`config.mk`:
```
export PLATFORM = sky130hd
export DESIGN_NAME = sample_walker
export DESIGN_NICKNAME = d
export VERILOG_FILES = /design/src/rtl/sample_walker_pkg.sv /design/src/rtl/sample_step_dec.sv /design/src/rtl/sample_walker.sv
export SDC_FILE = /design/constraint.sdc
export NUM_CORES = 1
export LEC_CHECK = 0
export CORE_AREA = 2 2 286 288
export DETAILED_ROUTE_END_ITERATION = 12
export DIE_AREA = 0 0 288 290
export GPL_TIMING_DRIVEN = 1
export SYNTH_ARGS = -nofsm -noshare
export SYNTH_HDL_FRONTEND = slang
export SYNTH_SLANG_ARGS = --single-unit
export TNS_END_PERCENT = 50
```
`constraint.sdc`:
```
create_clock -name clk -period 18.4 [get_ports clk]
set_input_delay 3.68 -clock clk [delete_from_list [all_inputs] [get_ports clk]]
set_output_delay 3.68 -clock clk [all_outputs]
set_load 0.1 [all_outputs]
```
`src/rtl/sample_walker_pkg.sv`:
```
// Shared raster-walk definitions: walker states, MSAA one-hot codes and the
// step-shift helper used by the step decoder.
package sample_walker_pkg;

   typedef enum logic [0:0] {
      StWait,
      StTest
   } walk_state_e;

   localparam logic [3:0] MSAA_1X  = 4'b1000;
   localparam logic [3:0] MSAA_4X  = 4'b0100;
   localparam logic [3:0] MSAA_16X = 4'b0010;
   localparam logic [3:0] MSAA_64X = 4'b0001;

   // Each MSAA level halves the sample pitch; malformed codes fall back to 1x.
   function automatic int unsigned step_shift(input int unsigned radix,
                                              input logic [3:0]  code);
      int unsigned shift;
      case (code)
         MSAA_4X:  shift = radix - 1;
         MSAA_16X: shift = radix - 2;
         MSAA_64X: shift = radix - 3;
         default:  shift = radix;
      endcase
      return shift;
   endfunction

endpackage

```
`src/rtl/sample_step_dec.sv`:
```
// Combinational decode of the one-hot MSAA mode into a fixed-point sample step.
module sample_step_dec
   import sample_walker_pkg::*;
#(
   parameter int unsigned SIGFIG = 24,
   parameter int unsigned RADIX  = 10
) (
   input  logic [3:0]        subsample_i,
   output logic [SIGFIG-1:0] step_o
);

   always_comb begin
      step_o = SIGFIG'(1) << step_shift(RADIX, subsample_i);
   end

endmodule

```
`src/rtl/sample_walker.sv`:
```
// Raster-order sample iterator: latches one triangle and its grid-aligned box,
// then emits one sample location per cycle while stalling the bbox stage.
module sample_walker
   import sample_walker_pkg::*;
#(
   parameter int unsigned SIGFIG = 24,
   parameter int unsigned RADIX  = 10,
   parameter int unsigned VERTS  = 3,
   parameter int unsigned AXIS   = 3,
   parameter int unsigned COLORS = 3
) (
   input  logic                                   clk,
   input  logic                                   rst,
   input  logic [VERTS-1:0][AXIS-1:0][SIGFIG-1:0] tri_R14S,
   input  logic [COLORS-1:0][SIGFIG-1:0]          color_R14U,
   input  logic [1:0][1:0][SIGFIG-1:0]            box_R14S,
   input  logic                                   validTri_R14H,
   input  logic [3:0]                             subSample_RnnnnU,
   output logic                                   halt_RnnnnH,
   output logic [VERTS-1:0][AXIS-1:0][SIGFIG-1:0] tri_R16S,
   output logic [COLORS-1:0][SIGFIG-1:0]          color_R16U,
   output logic [1:0][SIGFIG-1:0]                 sample_R16S,
   output logic                                   validSamp_R16H
);

   walk_state_e                            state_q, state_d;
   logic [VERTS-1:0][AXIS-1:0][SIGFIG-1:0] tri_q, tri_d;
   logic [COLORS-1:0][SIGFIG-1:0]          color_q, color_d;
   logic [1:0][1:0][SIGFIG-1:0]            box_q, box_d;
   logic [1:0][SIGFIG-1:0]                 sample_q, sample_d;
   logic [SIGFIG-1:0]                      step_q, step_d, step_dec;
   logic                                   valid_q, valid_d;
   logic                                   box_legal, at_right, at_top;

   sample_step_dec #(
      .SIGFIG(SIGFIG),
      .RADIX (RADIX)
   ) u_step_dec (
      .subsample_i(subSample_RnnnnU),
      .step_o     (step_dec)
   );

   // Box index [0]=lower-left, [1]=upper-right; coordinate index [0]=x, [1]=y.
   assign box_legal = ($signed(box_R14S[0][0]) <= $signed(box_R14S[1][0])) &&
                      ($signed(box_R14S[0][1]) <= $signed(box_R14S[1][1]));
   assign at_right  = (sample_q[0] == box_q[1][0]);
   assign at_top    = (sample_q[1] == box_q[1][1]);

   always_comb begin
      state_d  = state_q;
      tri_d    = tri_q;
      color_d  = color_q;
      box_d    = box_q;
      step_d   = step_q;
      sample_d = sample_q;
      valid_d  = valid_q;
      case (state_q)
         StWait: begin
            valid_d = 1'b0;
            // Illegal boxes are consumed here simply by not leaving StWait.
            if (validTri_R14H && box_legal) begin
               tri_d    = tri_R14S;
               color_d  = color_R14U;
               box_d    = box_R14S;
               step_d   = step_dec;
               sample_d = box_R14S[0];
               valid_d  = 1'b1;
               state_d  = StTest;
            end
         end
         StTest: begin
            if (at_right && at_top) begin
               valid_d = 1'b0;
               state_d = StWait;
            end else if (at_right) begin
               sample_d[0] = box_q[0][0];
               sample_d[1] = sample_q[1] + step_q;
            end else begin
               sample_d[0] = sample_q[0] + step_q;
            end
         end
         default: begin
            valid_d = 1'b0;
            state_d = StWait;
         end
      endcase
   end

   always_ff @(posedge clk or posedge rst) begin
      if (rst) begin
         state_q  <= StWait;
         tri_q    <= '0;
         color_q  <= '0;
         box_q    <= '0;
         step_q   <= '0;
         sample_q <= '0;
         valid_q  <= 1'b0;
      end else begin
         state_q  <= state_d;
         tri_q    <= tri_d;
         color_q  <= color_d;
         box_q    <= box_d;
         step_q   <= step_d;
         sample_q <= sample_d;
         valid_q  <= valid_d;
      end
   end

   assign halt_RnnnnH    = (state_q == StTest);
   assign tri_R16S       = tri_q;
   assign color_R16U     = color_q;
   assign sample_R16S    = sample_q;
   assign validSamp_R16H = valid_q;

endmodule

```
-- Word-level counts from Yosys, hierarchy flattened
Cells that the tools add are included.
- register bits after elaboration: 434
- latch bits: 0
- bits in writable memories: 0
- bits in read-only memories: 0
- input port bits: 391
- output and inout bits: 338
- memories kept: 0
- add/sub/neg operators: 2
- $mul: 0
- divide/modulo/power cells: 0
- magnitude comparators: 2
- equal/unequal tests: 9
- shifts and indexed selects: 1
- mux-type cells: 11
- bitwise logic cells: 1
- reductions and logical operators: 6
- operators with widths (kind ; number):
    48-bit two-way mux ; 2
    48-bit case mux with 2 select lines ; 1
    24-bit adder ; 2
    24-bit equality test ; 2
    24-bit less-or-equal comparator ; 2
    24-bit two-way mux ; 2
    1-bit by 4-bit left shift with 24-bit output (first input constant) ; 1
    4-bit case mux with 3 select lines ; 1
    4-bit by 1-bit equality test with 1-bit output (second input constant) ; 1
    4-bit by 2-bit equality test with 1-bit output (second input constant) ; 1
    4-bit by 3-bit equality test with 1-bit output (second input constant) ; 1
    2-bit by 1-bit inequality test with 1-bit output (second input constant) ; 2
    2-bit inequality test (second input constant) ; 2
    1-bit case mux with 2 select lines ; 2
    2-bit AND reduction ; 2
    1-bit logical AND ; 3
    1-bit two-way mux ; 3
    3-bit AND reduction ; 1
    1-bit inverter ; 1

-- Logic depth before layout (Yosys ltp)
Gate-level depths: netlist (run 1).
- depth after elaboration: 5
- depth in mapped cells: 12

-- By module
From an unflattened synthesis (run 1), not the netlist that was laid out.
- cells, all modules: 1700
- area, all modules: 20927.6 µm²
- by module, submodules not included (module ; times used ; cells each ; area an instance (µm²) ; sequential area each (µm²)):
    sample_walker ; 1 ; 1672 ; 20722.4 ; 10860.4
    sample_step_dec ; 1 ; 28 ; 205.2 ; 0.0

-- Worst setup path after synthesis (run 1)
Ideal clock, no wire load.
- path kind: input to register
- start: in box_R14S[62] (netlist bit)
- end: reg tri_q (netlist bit tri_R16S[100])
- arrival: 6120 ps
- setup slack: 12152 ps
- stages on the path: 11
- buffers on the path: 2
- cell sequence: inv_1 > ha_1 > a21o_1 > a221oi_1 > a221oi_1 > or4_1 > o2111a_1 > o22ai_4 > buf_4 > buf_4 > mux2_1
- word-level cells in the longest chain between the ends: 4
- ends and longest elaborated chain (element ; line ; text):
    from (decl) ; sample_walker.sv:16 ; input logic [1:0][1:0][SIGFIG-1:0] box_R14S,
    24-bit less-or-equal comparator ; sample_walker.sv:44 ; assign box_legal = ($signed(box_R14S[0][0]) <= $signed(box_R14S[1][0])) &&
    1-bit logical AND ; sample_walker.sv:44 ;
    1-bit logical AND ; sample_walker.sv:61 ; if (validTri_R14H && box_legal) begin
    2-bit AND reduction (no line) ; - ;
    to (signal assigned) ; sample_walker.sv:100 ; tri_q <= tri_d;
    to (decl) ; sample_walker.sv:27 ; logic [VERTS-1:0][AXIS-1:0][SIGFIG-1:0] tri_q, tri_d;
No other way between the ends.
A chain may end at the register's enable or synchronous reset.

-- Final worst setup path (run 1)
- start: in box_R14S[71] (netlist bit)
- end: reg tri_q (netlist bit tri_R16S[1])
The elaborated chain is that of the path after synthesis.

==> results of run 1 <==
worst paths after layout:
| kind | start | endpoint | slack [ps] | cells past startpoint |
|---|---|---|---|---|
| max | box_R14S[71] | tri_R16S[1] | 9670 | 13 |
| min | box_q[18] | box_q[18] | 480 | 1 |
| max reg2reg | halt_RnnnnH | tri_R16S[1] | 13610 | 10 |
| min reg2reg | box_q[18] | box_q[18] | 480 | 1 |
| max in group asynchronous | rst | tri_R16S[151] | 12310 | 4 |
| min in group asynchronous | rst | color_R16U[55] | 3680 | 2 |
cells in the mapped netlist, drive strengths merged (9+ instances only):
library cell,count,share of area
a211oi,16,0.0060
a21o,17,0.0064
a21oi,40,0.010
a31oi,11,0.0035
and2,15,0.0047
and3,11,0.0035
buf,48,0.018
clkbuf,23,0.0043
dfrtp,426,0.54
ha,80,0.050
inv,68,0.013
mux2,341,0.19
nand2,112,0.021
nand3,33,0.0083
nand4,19,0.0060
nor2,43,0.0081
nor3,11,0.0028
o211ai,9,0.0034
o21ai,90,0.023
o22ai,10,0.0038
xnor2,63,0.028
flip-flops by register name (all words and copies together) (netlist names):
register        count
validSamp_R16H      1
sample_R16S        48
step_q             16
halt_RnnnnH         1
tri_R16S          216
color_R16U         72
box_q              72
metrics by stage:
| step | instances | utilization | setup WS, ps | area (um2) | hold WS [ps] |
|---|---|---|---|---|---|
| final | 3428 | 0.373 | 9670 | 29900 | 481 |
| after global routing | 3426 | 0.373 | 9360 | 29900 | 497 |
| after CTS | 3424 | 0.373 | 9680 | 29900 | 487 |
| after detailed placement | 3333 | 0.352 | 9040 | 28200 | 474 |
| after global placement | 3333 | 0.352 | 9130 | 28200 | 466 |
| after floorplan | 1600 | - | 2860 | 19900 | 450 |
worst max-delay path, cell delays in order:
cell and delay, ps:
clkdlybuf4s50_1 460, inv_1 50, ha_1 370, nand4_1 150, or3_1 410, nor3_1 370, nand3_1 140, o2111a_1 350
o22ai_4 160, buf_4 660, buf_4 880, buf_4 920, mux2_1 400
final cells by class:
| cell class | count | area, um2 | share of cell area |
|---|---|---|---|
| Timing Repair Buffer | 744 | 7410 | 0.248 |
| Clock inverter | 13 | 193 | 0.00644 |
| Clock buffer | 78 | 1490 | 0.0498 |
| Sequential cell | 426 | 10700 | 0.356 |
| Multi-Input combinational cell | 1035 | 8570 | 0.286 |
| Inverter | 68 | 263 | 0.00878 |
| Antenna cell | 4 | 10.0 | 0.000335 |
| Tap cell | 1060 | 1330 | 0.0443 |
per-layer routing:
metal / wire [um] / share of wire / vias up
met3: 6000 / 0.080 / 115
li1: - / - / 7201
met4: 1710 / 0.023 / 14
met2: 36300 / 0.49 / 561
met1: 30600 / 0.41 / 7753
met5: 85 / 0.0011 / -
cells by family after synthesis:
logic type / share of synthesized area
xor+xnor: 0.0312
flops: 0.536
compound gates: 0.0873
simple gates: 0.0648
mux: 0.194
fa+ha+maj: 0.0523
buf+inv: 0.0348
==> impl_metrics.tcl, run 1 <==
set metrics [dict create \
    skew_ps 25.2 \
    status "complete, no violations" \
    syn_area_per_cell_um2 12.4 \
    htreeDepth 2 \
    layout_commonest_cell "clkdlybuf4s50_1" \
    hold_class "register to register" \
    ant_nets 0 \
    viasPerCell 4.56 \
    end_kind "register" \
    antenna_found_initial 11 \
    nets 2799 \
    cp_max_fo 81 \
    die_width_um 288 \
    cp.required_ps 18860 \
    finalWirelength_um 74700 \
    synth_seq_cells 426 \
    grt_util_all_layers 0.174 \
    yosys_warnings 0 \
    yosys.cell_types.count 65 \
    numPortBuffers 728 \
    grt_pass1_wl_um 110000 \
    insertion_delay_ps 590 \
    fin_crit_ps 8730 \
    cts.repair.resized 0 \
    syn_area_um2 19900 \
    vias 15600 \
    critPathLaunchType "input pin" \
    rows 104 \
    drc 0 \
    tightestPinTransition_ps 1240 \
    drive_above_1_share 0.0596 \
    synth_top_flop_cell "dfrtp_1" \
    ctsHoldBuffers 0 \
    dpl.hpwl_um 58900 \
    use_met1 0.213 \
    ys_seq_area_frac 0.536 \
    gr-usage-met3 0.0520 \
    drt_first_pass_iters 5 \
    fmax_mhz 115 \
    synth_edf_count 0 \
    routabilityCongestion 0.889 \
    hold_viol_final 0 \
    syn-num-nets 2073 \
    root_buffer "clkbuf_16" \
    cts.clk_slew.worst_paths_ps 60 \
    grt_use_met2 0.298 \
    arrival_ps 9190 \
    async_flop_share 1.00 \
    initial_core_util 0.248 \
    wl_per_cell_um 21.8 \
    dieArea_um2 83500 \
    finalCritPeriodShare 0.474 \
    core-area_um2 80200 \
    syn2layout_area_growth_pct 50.4 \
    timing.slew.headroom 0.168 \
    cts_buffers 51 \
    drtIter0Drc 785 \
    setup_violations 0 \
    grt.overflow.total 0 \
    die_y_um 290 \
    rsz0062_at_grt "no" \
    syn_inst 1600 \
    final.setup.tns_ps 0 \
    critPathKind "input pin to register" \
    fillers 7817 \
    cts_setup_buffers 0 \
    pin_count 729 \
    report.final.slew_viol_count 0 \
    cts_tree "built" \
    cts.path.max_buffers 3 \
    grt_max_degree 142 \
    maxCapViolCount 0 \
    cts.sink_count 426 \
    grt_pass1_vias 16400 \
    busiest_layer "met2" \
    mostFrequentLayoutCells "725 x clkdlybuf4s50_1, 425 x dfrtp_1, 302 x mux2_1" \
]
Power of run 1 is left out: the tool's default activity adds up to more than one toggle a clock period on the data nets, which glitch-free logic cannot reach.
==> inputs of run 2 (changes only) <==
clock period = 9.05 ns   (was 18.4 ns; I/O delays follow)
==> run 2 against run 1 <==
  * Worst setup slack worse by 6500 ps
  * Clock skew is 7.2 ps lower
  * Wire length is 1.2% lower
  * Final cell count hardly changed
  * Final area is 0.16% higher
  * First-iteration DRC count is 0.76% higher
  * Die area stayed put
  * Clock-buffer cell count is 9 lower
==> impl_metrics.tcl, run 2 (same netlist as run 1, synthesis figures left out) <==
set metrics [dict create \
    status "complete, no violations" \
    pre_cts_slack_ps 2570 \
    root_buffer "clkbuf_16" \
    antenna_found_initial 4 \
    viasPerCell 4.55 \
    initial_core_util 0.248 \
    cp_max_fo 143 \
    cts.repair.resized 0 \
    fin_ws_ps 3160 \
    fmax_mhz 170 \
    drtIter0Drc 791 \
    ctsHoldBuffers 0 \
    final_cells 3425 \
    die_width_um 288 \
    rows 104 \
    rsz0062_at_grt "no" \
    setup_violations 0 \
    cts_setup_buffers 0 \
    cts.sink_count 426 \
    cts_buffers 52 \
    wl_per_cell_um 21.6 \
    fin_crit_ps 5890 \
    fillers 7789 \
    ant_nets 0 \
    largest_reg_flops 216 \
    hold_class "register to register" \
    syn2layout_area_growth_pct 50.6 \
    critPathKind "input pin to register" \
    layout_commonest_cell "clkdlybuf4s50_1" \
    worstSetupStartpoint "box_R14S[45]" \
    core-area_um2 80200 \
    design_area_um2 30000 \
    drive_above_1_share 0.0630 \
    skew_ps 18.1 \
    crit_path_top_delay_cell "o31ai_1" \
    placed_area_um2 28200 \
    end_kind "register" \
    nets 2799 \
    final.setup.tns_ps 0 \
    die_y_um 290 \
    dieArea_um2 83500 \
    dp.cells 3332 \
    drc 0 \
    grt_max_degree 164 \
    hold_viol_final 0 \
    vias 15600 \
    grt_pass1_vias 16400 \
    cp.required_ps 9520 \
    worstHoldStart "box_q[11]" \
    path_delay_family "compound AO/OA/AOI/OAI gates" \
    dpl.hpwl_um 57200 \
    cp_num_buf_inv 3 \
    finalWirelength_um 73900 \
    grt_pass1_wl_um 108000 \
    numPortBuffers 728 \
    crit_chain "clkdlybuf4s50_1 -> ha_1 -> nand4_1 -> nor3_1 -> a221oi_1 -> o211ai_1 -> o31ai_1 -> o22ai_4 -> buf_4 -> buf_12 -> mux2_1" \
    drt_first_pass_iters 5 \
    report.final.slew_viol_count 0 \
    maxCapViolCount 0 \
    cts.path.max_buffers 3 \
    worstReg2RegStart "sample_R16S[21]" \
    grt_util_all_layers 0.172 \
    htreeDepth 2 \
    arrival_ps 6360 \
    critPathLaunchType "input pin" \
    slowest_delay_ps 1050 \
    cts.clk_slew.worst_paths_ps 60 \
    finalCritPeriodShare 0.651 \
    pin_count 729 \
    routabilityCongestion 0.859 \
    timing.slew.headroom 0.169 \
    insertion_delay_ps 590 \
    grt.overflow.total 0 \
    cts_tree "built" \
    mostFrequentLayoutCells "727 x clkdlybuf4s50_1, 425 x dfrtp_1, 302 x mux2_1" \
    tightestPinTransition_ps 1240 \
]
run 2: cell count changes in the layout (fill, tap and decap cells not counted), sizes merged:
| cell | delta |
|---|---|
| clkinv | +11 |
| bufinv | +1 |
| clkdlybuf4s50 | +2 |
| clkbuf | -9 |
| inv | -2 |
| diode | -3 |
| buf | -3 |
run 2: final timing paths:
kind                                   end  slack, ps  cells past startpoint
max                         color_R16U[25]       3160                     11
min                              box_q[11]        480                      1
max reg2reg                sample_R16S[39]       5070                      7
min reg2reg                      box_q[11]        480                      1
max in group asynchronous   color_R16U[26]       5520                      4
min in group asynchronous      tri_R16S[8]       1770                      2
run 2: through the flow:
stage,hold WS [ps],util
after CTS,485,0.374
after global routing,498,0.374
after global placement,466,0.352
final,481,0.374
after detailed placement,473,0.352
after floorplan,450,-
run 2: area by class of cell:
cell class	instances	area, um2	area share
Inverter	68	259	0.00864
Antenna cell	1	2.50	0.0000835
Clock buffer	69	1460	0.0486
Sequential cell	426	10700	0.356
Tap cell	1060	1330	0.0443
Timing Repair Buffer	743	7430	0.248
Multi-Input combinational cell	1035	8570	0.286
Clock inverter	23	265	0.00885
run 2: worst register-to-register path: cells and delay by family, from the launching register on:
family,cells,cell delay (ps)
XOR/XNOR,1,290
flip-flops,1,490
multiplexers,1,430
AND/OR/NAND/NOR,5,2640
run 2: routing by layer:
metal  GRT usage  share of wire  up-vias
met5           0        0.00016        -
met4      0.0540          0.030        2
met3      0.0486          0.079      115
met2       0.296           0.49      596
met1       0.206           0.40     7694
li1            -              -     7184
Power of run 2 is left out for the same reason.
==> inputs of run 3 (changes only) <==
CORE_AREA = 2 2 283 285   (was 2 2 286 288)
DIE_AREA = 0 0 285 287   (was 0 0 288 290)
clock period = 5.1 ns   (was 9.05 ns; I/O delays follow)
==> run 3 against run 2 <==
  * Register-to-register slack worse by 3600 ps
  * First-iteration DRC count down 15%
  * Utilization rose by 1.1 points
  * Sequential cell count is the same
  * Critical path type unchanged
  * Highest routed layer unchanged
==> impl_metrics.tcl, run 3 (same netlist as run 1, synthesis figures left out) <==
set metrics [dict create \
    status "complete, no violations" \
    finalWirelength_um 74200 \
    numPortBuffers 728 \
    drtIter0Drc 673 \
    arrival_ps 4580 \
    routabilityCongestion 0.906 \
    grt_util_all_layers 0.175 \
    cts.sink_count 426 \
    fmax_mhz 242 \
    grt.overflow.total 0 \
    antenna_found_initial 9 \
    fillers 7546 \
    wl_per_cell_um 21.6 \
    finalCritPeriodShare 0.809 \
    root_buffer "clkbuf_16" \
    critPathLaunchType "input pin" \
    dieArea_um2 81800 \
    hold_class "register to register" \
    cp.required_ps 5560 \
    drive_above_1_share 0.0726 \
    hold_viol_final 0 \
    setup_violations 0 \
    layout_commonest_cell "clkdlybuf4s50_1" \
    htreeDepth 2 \
    cts_buffers 52 \
    maxCapViolCount 0 \
    rows 103 \
    drc 0 \
    skew_ps 10.5 \
    cp_max_fo 62 \
    die_width_um 285 \
    final.setup.tns_ps 0 \
    pin_count 729 \
    cts_setup_buffers 0 \
    dp.cells 3341 \
    mostFrequentLayoutCells "720 x clkdlybuf4s50_1, 425 x dfrtp_1, 302 x mux2_1" \
    cts.repair.resized 0 \
    timing.slew.headroom 0.157 \
    cts.path.max_buffers 3 \
    grt_max_degree 119 \
    whs_path_depth 1 \
    reg2reg_to "sample_R16S[11]" \
    die_y_um 287 \
    whs_endpoint "box_q[18]" \
    tightestPinTransition_ps 1260 \
    worstReg2RegStart "sample_R16S[0]" \
    vias 15800 \
    holdWs_ps 486 \
    r2r_setup_slack_ps 1460 \
    drt_first_pass_iters 4 \
    nets 2818 \
    grt_pass1_wl_um 109000 \
    cts_tree "built" \
    report.final.slew_viol_count 0 \
    reg2regPathDepth 8 \
    syn2layout_area_growth_pct 52.0 \
    core-area_um2 78600 \
    rsz0062_at_grt "no" \
    ant_nets 0 \
    cts.clk_slew.worst_paths_ps 60 \
    ctsHoldBuffers 0 \
    grt_pass1_vias 16600 \
    initial_core_util 0.253 \
    insertion_delay_ps 580 \
    worstHoldStart "box_q[18]" \
    dpl.hpwl_um 59100 \
    largest_reg_flops 216 \
    critPathKind "input pin to register" \
    final_cells 3437 \
    viasPerCell 4.60 \
    end_kind "register" \
    fin_crit_ps 4130 \
]
## run 3: how the worst max path moves through the flow
stage | from | end | slack [ps] | cells after the start
after floorplan | rst | box_q[0] | -1670 | 1
after global placement | box_R14S[71] | tri_R16S[181] | 450 | 12
after detailed placement | box_R14S[71] | tri_R16S[135] | 400 | 12
after CTS | box_R14S[71] | tri_R16S[135] | 1030 | 12
after global routing | box_R14S[71] | tri_R16S[213] | 830 | 12
final | box_R14S[71] | tri_R16S[181] | 970 | 12
## run 3: cell type report
cell class	count	area (um2)	share of cell area
antenna	3	7.51	0.000248
clock buffer	76	1530	0.0507
timing repair buffer	762	7700	0.255
sequential	426	10700	0.353
clock inverter	17	200	0.00662
tap	1050	1310	0.0434
multi-input combinational	1035	8570	0.283
inverter	68	259	0.00857
## run 3: metrics by stage
step            util  area (um2)  setup slack, ps
3_3_place_gp   0.363       28500              447
3_5_place_dp   0.363       28500              402
4_1_cts        0.385       30200             1030
5_1_grt        0.385       30200              831
6_report       0.385       30200              972
2_1_floorplan      -       19900            -1670
## run 3: critical path, cell delays in order
cell             delay, ps
clkdlybuf4s50_1        450
inv_1                   50
ha_1                   360
nand4_1                130
or3_1                  390
nor3_1                 400
nand3_1                120
o2111a_1               370
o22ai_4                340
buf_12                 190
buf_12                 300
mux2_1                 370
## run 3: per-layer routing
layer	wire length, um	track usage	vias to the layer above
met5	13	0	-
met2	36400	0.300	564
li1	-	-	7211
met1	31100	0.220	7930
met3	5130	0.0458	110
met4	1580	0.0423	2
Power of run 3 is left out for the same reason.
